File: src/rtl/vedic_pkg.sv
// Shared definitions for the pipelined Vedic multiplier: pipeline depth,
// per-stage control record and the elaboration-time width check.
package vedic_pkg;

    localparam int VEDIC_LATENCY = 3;

    // Control part of every pipeline stage record; data fields depend on
    // WIDTH and are declared alongside this in the top level.
    typedef struct packed {
        logic valid;
        logic sign;
    } stage_ctrl_t;

    function automatic bit is_pow2(input int unsigned v);
        return (v != 0) && ((v & (v - 1)) == 0);
    endfunction

endpackage

File: src/rtl/vedic_mult_core.sv
// Purely combinational recursive Urdhva-Tiryagbhyam W x W multiplier.
// Splits into four half-width products down to a 2x2 bit-level leaf.
module vedic_mult_core #(
    parameter int W = 8
) (
    input  logic [W-1:0]   x,
    input  logic [W-1:0]   y,
    output logic [2*W-1:0] p
);

    if (W == 2) begin : g_leaf
        logic c;
        assign p[0] = x[0] & y[0];
        assign p[1] = (x[1] & y[0]) ^ (x[0] & y[1]);
        assign c    = (x[1] & y[0]) & (x[0] & y[1]);
        assign p[2] = (x[1] & y[1]) ^ c;
        assign p[3] = (x[1] & y[1]) & c;
    end else begin : g_rec
        localparam int H = W / 2;
        logic [W-1:0] hh, hl, lh, ll;

        vedic_mult_core #(.W(H)) u_hh (.x(x[W-1:H]), .y(y[W-1:H]), .p(hh));
        vedic_mult_core #(.W(H)) u_hl (.x(x[W-1:H]), .y(y[H-1:0]), .p(hl));
        vedic_mult_core #(.W(H)) u_lh (.x(x[H-1:0]), .y(y[W-1:H]), .p(lh));
        vedic_mult_core #(.W(H)) u_ll (.x(x[H-1:0]), .y(y[H-1:0]), .p(ll));

        // {hh, ll} is hh << W plus ll, since ll never exceeds W bits.
        assign p = {hh, ll}
                 + ({{W{1'b0}}, hl} << H)
                 + ({{W{1'b0}}, lh} << H);
    end

endmodule

File: src/rtl/vedic_mult_pipe.sv
// Three-stage pipelined Vedic multiplier with valid/ready flow control and
// per-beat signed/unsigned mode (sign-magnitude through the core).
module vedic_mult_pipe
    import vedic_pkg::*;
#(
    parameter int WIDTH     = 16,
    parameter bit SIGNED_EN = 1'b1
) (
    input  logic               clk,
    input  logic               rst,
    input  logic               in_valid,
    output logic               in_ready,
    input  logic [WIDTH-1:0]   a,
    input  logic [WIDTH-1:0]   b,
    input  logic               is_signed,
    output logic               out_valid,
    input  logic               out_ready,
    output logic [2*WIDTH-1:0] result
);

    localparam int HALF = WIDTH / 2;

    if (!is_pow2(WIDTH) || WIDTH < 4) begin : g_bad_width
        $error("vedic_mult_pipe: WIDTH must be a power of two >= 4");
    end

    typedef struct packed {
        stage_ctrl_t      ctrl;
        logic [WIDTH-1:0] mag_a;
        logic [WIDTH-1:0] mag_b;
    } s0_t;

    typedef struct packed {
        stage_ctrl_t      ctrl;
        logic [WIDTH-1:0] hh;
        logic [WIDTH-1:0] hl;
        logic [WIDTH-1:0] lh;
        logic [WIDTH-1:0] ll;
    } s1_t;

    typedef struct packed {
        stage_ctrl_t        ctrl;
        logic [2*WIDTH-1:0] prod;
    } s2_t;

    s0_t s0, s0_next;
    s1_t s1, s1_next;
    s2_t s2, s2_next;

    logic               advance;
    logic               signed_beat;
    logic [2*WIDTH-1:0] sum;
    logic [WIDTH-1:0]   hh_w, hl_w, lh_w, ll_w;

    // One stall signal for the whole pipe: nothing moves unless S2 can empty.
    assign advance   = !s2.ctrl.valid || out_ready;
    assign in_ready  = advance;
    assign out_valid = s2.ctrl.valid;
    assign result    = s2.prod;

    // Magnitude of the most negative value wraps back to itself, which as
    // an unsigned WIDTH-bit number is exactly 2^(WIDTH-1).
    always_comb begin
        // NOTE: every always_comb output gets a value on every path; here
        // each field is assigned unconditionally, so no latch can form.
        signed_beat        = SIGNED_EN && is_signed;
        s0_next.ctrl.valid = in_valid;
        s0_next.ctrl.sign  = signed_beat && (a[WIDTH-1] ^ b[WIDTH-1]);
        s0_next.mag_a      = (signed_beat && a[WIDTH-1]) ? -a : a;
        s0_next.mag_b      = (signed_beat && b[WIDTH-1]) ? -b : b;
    end

    vedic_mult_core #(.W(HALF)) u_hh (.x(s0.mag_a[WIDTH-1:HALF]), .y(s0.mag_b[WIDTH-1:HALF]), .p(hh_w));
    vedic_mult_core #(.W(HALF)) u_hl (.x(s0.mag_a[WIDTH-1:HALF]), .y(s0.mag_b[HALF-1:0]),     .p(hl_w));
    vedic_mult_core #(.W(HALF)) u_lh (.x(s0.mag_a[HALF-1:0]),     .y(s0.mag_b[WIDTH-1:HALF]), .p(lh_w));
    vedic_mult_core #(.W(HALF)) u_ll (.x(s0.mag_a[HALF-1:0]),     .y(s0.mag_b[HALF-1:0]),     .p(ll_w));

    always_comb begin
        s1_next.ctrl = s0.ctrl;
        s1_next.hh   = hh_w;
        s1_next.hl   = hl_w;
        s1_next.lh   = lh_w;
        s1_next.ll   = ll_w;
    end

    // A zero magnitude negates to zero, so a negative zero cannot appear.
    always_comb begin
        sum = {s1.hh, s1.ll}
            + ({{WIDTH{1'b0}}, s1.hl} << HALF)
            + ({{WIDTH{1'b0}}, s1.lh} << HALF);
        s2_next.ctrl = s1.ctrl;
        s2_next.prod = s1.ctrl.sign ? -sum : sum;
    end

    // NOTE: data fields are reset along with the valid bits because result
    // must read zero out of reset; these are plain flops, not a memory.
    always_ff @(posedge clk) begin
        // NOTE: non-blocking assignments keep all three stages sampling the
        // pre-edge values, which is what makes this a pipeline.
        if (rst) begin
            s0 <= '0;
            s1 <= '0;
            s2 <= '0;
        end else if (advance) begin
            s0 <= s0_next;
            s1 <= s1_next;
            s2 <= s2_next;
        end
    end

endmodule

File: config.mk
export PLATFORM = sky130hd
export DESIGN_NAME = vedic_mult_pipe
export DESIGN_NICKNAME = d
export VERILOG_FILES = /design/src/rtl/vedic_pkg.sv /design/src/rtl/vedic_mult_core.sv /design/src/rtl/vedic_mult_pipe.sv
export SDC_FILE = /design/constraint.sdc
export NUM_CORES = 1
export LEC_CHECK = 0
export ABC_AREA = 1
export ABC_CLOCK_PERIOD_IN_PS = 4600
export CAP_MARGIN = 5
export CORE_AREA = 2 2 219 221
export DETAILED_ROUTE_END_ITERATION = 12
export DIE_AREA = 0 0 221 223
export PLACE_DENSITY_LB_ADDON = 0.05
export SETUP_SLACK_MARGIN = 0.15
export SYNTH_ARGS = -nofsm -noshare
export SYNTH_HDL_FRONTEND = slang
export SYNTH_HIERARCHICAL = 1
export SYNTH_SLANG_ARGS = --single-unit
File: constraint.sdc
create_clock -name clk -period 4.6 [get_ports clk]
set_input_delay 0.46 -clock clk [delete_from_list [all_inputs] [get_ports clk]]
set_output_delay 0.46 -clock clk [all_outputs]
set_load 0.01 [all_outputs]
==> results.ini, run 1 <==
[logic_synthesis]
syn-cell-area_sq_um=18700
ys_types=37
ys.flop_type=dfxtp_1
ys_seq_area_share_pct=14.3
synth.area.top_cells=nand2_1, ha_1, dfxtp_1, fa_1, inv_1
synth_top_area_share_pct=16.6
synth-edff-count=0
avgSynthCellArea_sq_um=6.39
synthArstFlopShare_pct=0
ys_ff_latch=133
yosysWarnings=6
syn-num-nets=3333
synthCells=2920
yosysTopAreaCell=nand2_1

[die]
dieArea_sq_um=49300
io_pins=71
start_util_pct=39.6
rows=80
die_h_microns=223
die_w_microns=221
core_area_sq_um=47100

[clock_network]
clock_latency_ns=0.45
path_clk_slew_ns=0.07
clk_root_buffer_cell=clkbuf_16
cts_tree=yes
cts_buffer_depth=2
cts.sinks=133
h-tree-depth=4
cts_buffers=17

[placed_design]
dp_hpwl_microns=43900
gp_congestion=0.843
io_buffers=70
post-place-ws_ns=-0.133
placed_cell_area_sq_um=21200

[finish]
antenna-diode-count=0
final_cell_area_sq_um=22300
final_nets=3508
mostFrequentLayoutCell=nand2_1
n_fill_cell=4956
utilization_pct=47.2
drive_gt1_share_pct=10.1
final_cell_mix=nand2_1, inv_1, nor2_1
area_delta_synth_final_pct=19.3

[timing]
setup_viol=0
clock.fmax_mhz=237
clock_skew_ns=0.0139
worst_pin_slew_ns=0.921
report.final.slew_viol_count=0
hold_violations=0
worst_slack_ns=0.374
period_share_pct=91.9
rsz0062_at_grt=true
relSlewSlack_pct=38.5
min_period_ns=4.23

[setup_path]
cp-end-kind=flip-flop
critical_path_class=flip-flop to flip-flop
critPathArrivalTime_ns=4.57
cpPeakStageDelay_ns=0.53
crit_family=adder cells
worstPathRequired_ns=4.94
crit_buf_inv=7
cp_slowest_cell=fa_1
startpoint_type=flip-flop
cp_max_fo=12

[job]
cap_violations=0

[drt]
drtAntennaViolNets=0
drt-total-wl_microns=53700
vias=17577
drtIter0Drc=823
post-route-drc-count=0
routedWlPerCell_microns=14.4
viasPerCell=4.72
drt_first_pass_iters=6

[global_routing]
grt_max_degree=91
antenna_found_initial=0
globalRouteOverflowTotal=0
grt_pass1_wl_microns=88500
grtUsageTotal_pct=22.3
grt_pass1_vias=17338

[pwr]
vdd_drop_max_mv=0.242
power.leakage_nw=14.2
power_density_nw_per_um2=251
power_mw=5.59

[hold_path]
min_path_type=flip-flop to flip-flop

[run_status]
status=completed

==> flip-flops by register name (all words and copies together) (netlist names) <==
signal,flops
out_valid,1
result,32
s1,66
s0,34
==> what timing repair did <==
action / CTS / global route
hold buffers: 0 / 0
endpoints found under the setup margin: 23 / 34
pin swaps: 0 / 18
buffers inserted: 0 / 2
gates resized for setup: 10 / 111
==> stage by stage <==
| step | cells | setup TNS, ns | hold WS (ns) |
|---|---|---|---|
| after floorplan | 2920 | 0 | 0.430 |
| after global placement | 3689 | -0.329 | 0.458 |
| after detailed placement | 3689 | -0.532 | 0.480 |
| after CTS | 3721 | 0 | 0.493 |
| after global routing | 3723 | 0 | 0.512 |
| final | 3723 | 0 | 0.484 |
==> final timing paths <==
check                                          from                  end  slack, ns  cells past startpoint
worst max-delay path             s0[0]$_SDFFE_PP0P_  s1[42]$_SDFFE_PP0P_       0.37                     25
worst min-delay path            s1[65]$_SDFFE_PP0P_  s1[65]$_SDFFE_PP0P_       0.48                      2
worst max register to register   s0[0]$_SDFFE_PP0P_  s1[42]$_SDFFE_PP0P_       0.37                     25
worst min register to register  s1[65]$_SDFFE_PP0P_  s1[65]$_SDFFE_PP0P_       0.48                      2
==> logic make-up after synthesis <==
logic type | after synthesis | synth area share (%)
flip-flops | 133 | 14.3
AO/OA/AOI/OAI | 244 | 7.45
AND/OR/NAND/NOR | 1350 | 29.7
adder cells (fa/ha/maj) | 376 | 30.6
XOR/XNOR | 56 | 2.63
buffers and inverters | 761 | 15.4
==> where the power goes <==
| part | total (mW) | internal (mW) | switching [mW] |
|---|---|---|---|
| registers | 1.49 | 1.33 | 0.162 |
| logic | 2.72 | 1.14 | 1.59 |
| clock network | 1.38 | 0.782 | 0.596 |
| total | 5.59 | 3.24 | 2.34 |
==> layout make-up <==
class	instances	area [sq um]	area share, %
sequential	133	2690	12.1
multi-input combinational	2026	13600	60.9
clock inverter	12	120	0.539
inverter	714	2690	12.1
clock buffer	20	457	2.05
tap	615	769	3.46
timing repair buffer	203	1970	8.87
==> metal layers <==
metal	up-vias	global-route usage (%)	wire length, microns
met5	-	0	0
met3	42	2.16	1340
met2	214	39.0	25400
met4	0	5.09	900
met1	8116	29.7	26100
li1	9205	-	-
==> Yosys cell counts, types with 2 or more instances <==
cell / n
o21ai_0: 113
xor2_1: 28
a21oi_2: 2
nand2_1: 827
nand2_2: 20
inv_1: 705
and2_1: 2
nor2_2: 13
clkinv_1: 3
o21ai_1: 4
a21oi_1: 71
a31oi_1: 3
nand3b_1: 4
ha_1: 243
buf_2: 3
xnor2_1: 28
o221ai_1: 24
nor2_1: 256
a21boi_0: 4
clkbuf_1: 41
o21bai_1: 10
buf_1: 2
nand4_1: 21
fa_1: 133
nor4_1: 2
inv_2: 6
nand3_2: 8
nor3_1: 8
dfxtp_1: 133
o211ai_1: 11
nand3_1: 175
o31ai_1: 2
or2_2: 4
or2_1: 8
==> worst min-delay path, delay by kind of cell, from the launching register on <==
kind	cells	cell delay, ns
flops	1	0.30
compound gates	1	0.06
buf+inv	1	0.07
No activity file was read; power rests on OpenSTA's default activity.
==> run 2, diff against run 1 <==
--- a/config.mk
+++ b/config.mk
@@ -12,6 +12,7 @@
 export DETAILED_ROUTE_END_ITERATION = 12
 export DIE_AREA = 0 0 221 223
 export PLACE_DENSITY_LB_ADDON = 0.05
+export RECOVER_POWER = 50
 export SETUP_SLACK_MARGIN = 0.15
 export SYNTH_ARGS = -nofsm -noshare
 export SYNTH_HDL_FRONTEND = slang
==> run 2 against run 1 <==
Effect of this change: the run now ends with capacitance limit, slew limit left; design area shrank 0.12%; power shrank 0.48%; via count is essentially flat; clock power is essentially flat; sequential cell count is the same; highest routed layer unchanged; cell count is essentially flat; sequential share of layout area is essentially flat; global-route usage is the same; non-clock buffer count is the same; critical path type unchanged; sequential power is essentially flat.
==> results.ini, run 2 (same netlist as run 1, synthesis figures left out) <==
[timing]
hold_violations=0  ; unchanged
relSlewSlack_pct=-58.7  ; -97 points
clock_skew_ns=0.0197  ; +0.00576 ns
period_share_pct=92.3  ; +0.45 points
report.final.slew_viol_count=141  ; +141
min_period_ns=4.25  ; +0.0209 ns
setup_viol=0  ; unchanged
worst_pin_slew_ns=2.37  ; +1.45 ns
clock.fmax_mhz=235  ; -0.49%
whs_ns=0.487  ; +0.00215 ns
rsz0062_at_grt=true

[finish]
final_nets=3508  ; unchanged
drive_gt1_share_pct=10.0  ; -0.064 points
final_cell_area_sq_um=22200  ; -0.12%
area_delta_synth_final_pct=19.2
mostFrequentLayoutCell=nand2_1
regMostFlops=s1
final_cell_mix=nand2_1, inv_1, nor2_1
largest_reg_flops=66  ; unchanged

[global_routing]
grt_max_degree=91  ; unchanged
antenna_found_initial=0  ; unchanged
grtUsageTotal_pct=22.3  ; unchanged
grt_pass1_vias=17338  ; unchanged
globalRouteOverflowTotal=0  ; unchanged
grt_pass1_wl_microns=88500  ; unchanged

[pwr]
power.leakage_nw=14.3  ; +0.51%
power_density_nw_per_um2=250  ; -0.36%
vdd_drop_max_mv=0.241  ; -0.60%

[setup_path]
critPathArrivalTime_ns=4.57  ; about the same
worstPathRequired_ns=4.93  ; about the same
critical_path_class=flip-flop to flip-flop
cp_max_fo=12  ; unchanged
cp-end-kind=flip-flop
startpoint_type=flip-flop

[drt]
post-route-drc-count=0  ; unchanged
drtAntennaViolNets=0  ; unchanged
drt-total-wl_microns=53700  ; about the same
drt_first_pass_iters=5  ; -1
vias=17582  ; +0.028%
routedWlPerCell_microns=14.4  ; -0.10%
viasPerCell=4.72  ; about the same
drtIter0Drc=869  ; +5.6%

[run_status]
failed_checks=capacitance limit, slew limit
status=finished, violations left

[die]
rows=80  ; unchanged
die_h_microns=223  ; unchanged
die_w_microns=221  ; unchanged
io_pins=71  ; unchanged
core_area_sq_um=47100  ; unchanged
dieArea_sq_um=49300  ; unchanged
start_util_pct=39.6  ; unchanged

[clock_network]
cts_tree=yes
cts_buffers=17  ; unchanged
cts.sinks=133  ; unchanged
path_clk_slew_ns=0.06  ; about the same
h-tree-depth=4  ; unchanged
clock_latency_ns=0.45  ; about the same
cts_buffer_depth=2  ; unchanged
holdBufCountCts=0  ; unchanged
clk_root_buffer_cell=clkbuf_16

[placed_design]
gp_congestion=0.843  ; unchanged
dp_hpwl_microns=43900  ; unchanged
io_buffers=70  ; unchanged
placed_cell_area_sq_um=21200  ; unchanged

[hold_path]
min_path_type=flip-flop to flip-flop

[job]
cap_violations=2  ; +2

## run 2: routing by layer
metal | share of wire, % | vias to the layer above | global-route usage (%)
li1 | - | 9211 | -
met1 | 48 | 8101 | 29.7
met2 | 47 | 233 | 39.0
met3 | 2.7 | 37 | 2.16
met4 | 1.6 | 0 | 5.09
met5 | 0 | - | 0
## run 2: critical path, cell delays in order, from the launching register on
cell and delay [ns]:
dfxtp_4 0.38, buf_12 0.15, nand2_1 0.06, inv_1 0.04, ha_1 0.20, ha_1 0.28, inv_1 0.05, fa_1 0.37
inv_1 0.07, ha_2 0.19, inv_1 0.06, fa_2 0.35, inv_1 0.08, nand3_1 0.07, nand3_1 0.09, nand2_1 0.07
fa_1 0.53, ha_4 0.22, buf_4 0.14, nand2_1 0.10, nand3_2 0.12, nand2_1 0.08, nand2_1 0.06, xor2_1 0.15
o21ai_1 0.15, nor2_1 0.07
## run 2: what timing repair did
item / CTS / global route
resized for setup: 10 / 111
pin swaps: 0 / 18
endpoints found under the setup margin: 23 / 34
buffers inserted: 0 / 2
## run 2: through the flow
stage          power [mW]  TNS, ns  util, %  setup slack, ns  std cells
2_1_floorplan        3.09        0        -            0.532       2920
3_3_place_gp         4.11   -0.329     45.0           -0.119       3689
3_5_place_dp         4.13   -0.532     45.0           -0.133       3689
4_1_cts              5.53        0     46.2            0.161       3721
5_1_grt              6.02        0     47.2           0.0983       3723
6_report             5.56        0     47.2            0.353       3724
## run 2: area by class of cell
cell class              instances  area (sq um)
flip-flops and latches        133          2690
inverters                     714          2690
diodes                          1          2.50
multi-input cells            2026         13600
clock buffers                  20           457
fillers                      4960         24900
repair buffers                203          1950
clock inverters                12           120
well taps                     615           769
## run 2: final timing paths
path / from / endpoint / slack, ns / depth (start not counted)
setup / recovery: s0[0]$_SDFFE_PP0P_ / s1[42]$_SDFFE_PP0P_ / 0.35 / 25
hold / removal: s1[65]$_SDFFE_PP0P_ / s1[65]$_SDFFE_PP0P_ / 0.49 / 2
setup reg to reg: s0[0]$_SDFFE_PP0P_ / s1[42]$_SDFFE_PP0P_ / 0.35 / 25
hold reg to reg: s1[65]$_SDFFE_PP0P_ / s1[65]$_SDFFE_PP0P_ / 0.49 / 2
## run 2: power by group
| part | switching [mW] | internal [mW] | total, mW |
|---|---|---|---|
| Clock | 0.596 | 0.782 | 1.38 |
| Sequential | 0.159 | 1.33 | 1.49 |
| Combinational | 1.58 | 1.11 | 2.70 |
| Total | 2.34 | 3.22 | 5.56 |
==> run 3, diff against run 2 <==
--- a/config.mk
+++ b/config.mk
@@ -7,7 +7,6 @@
 export LEC_CHECK = 0
 export ABC_AREA = 1
 export ABC_CLOCK_PERIOD_IN_PS = 4600
-export CAP_MARGIN = 5
 export CORE_AREA = 2 2 219 221
 export DETAILED_ROUTE_END_ITERATION = 12
 export DIE_AREA = 0 0 221 223
==> results of run 3 <==
The final DEF is identical to that of run 2; final timing and power are the same.
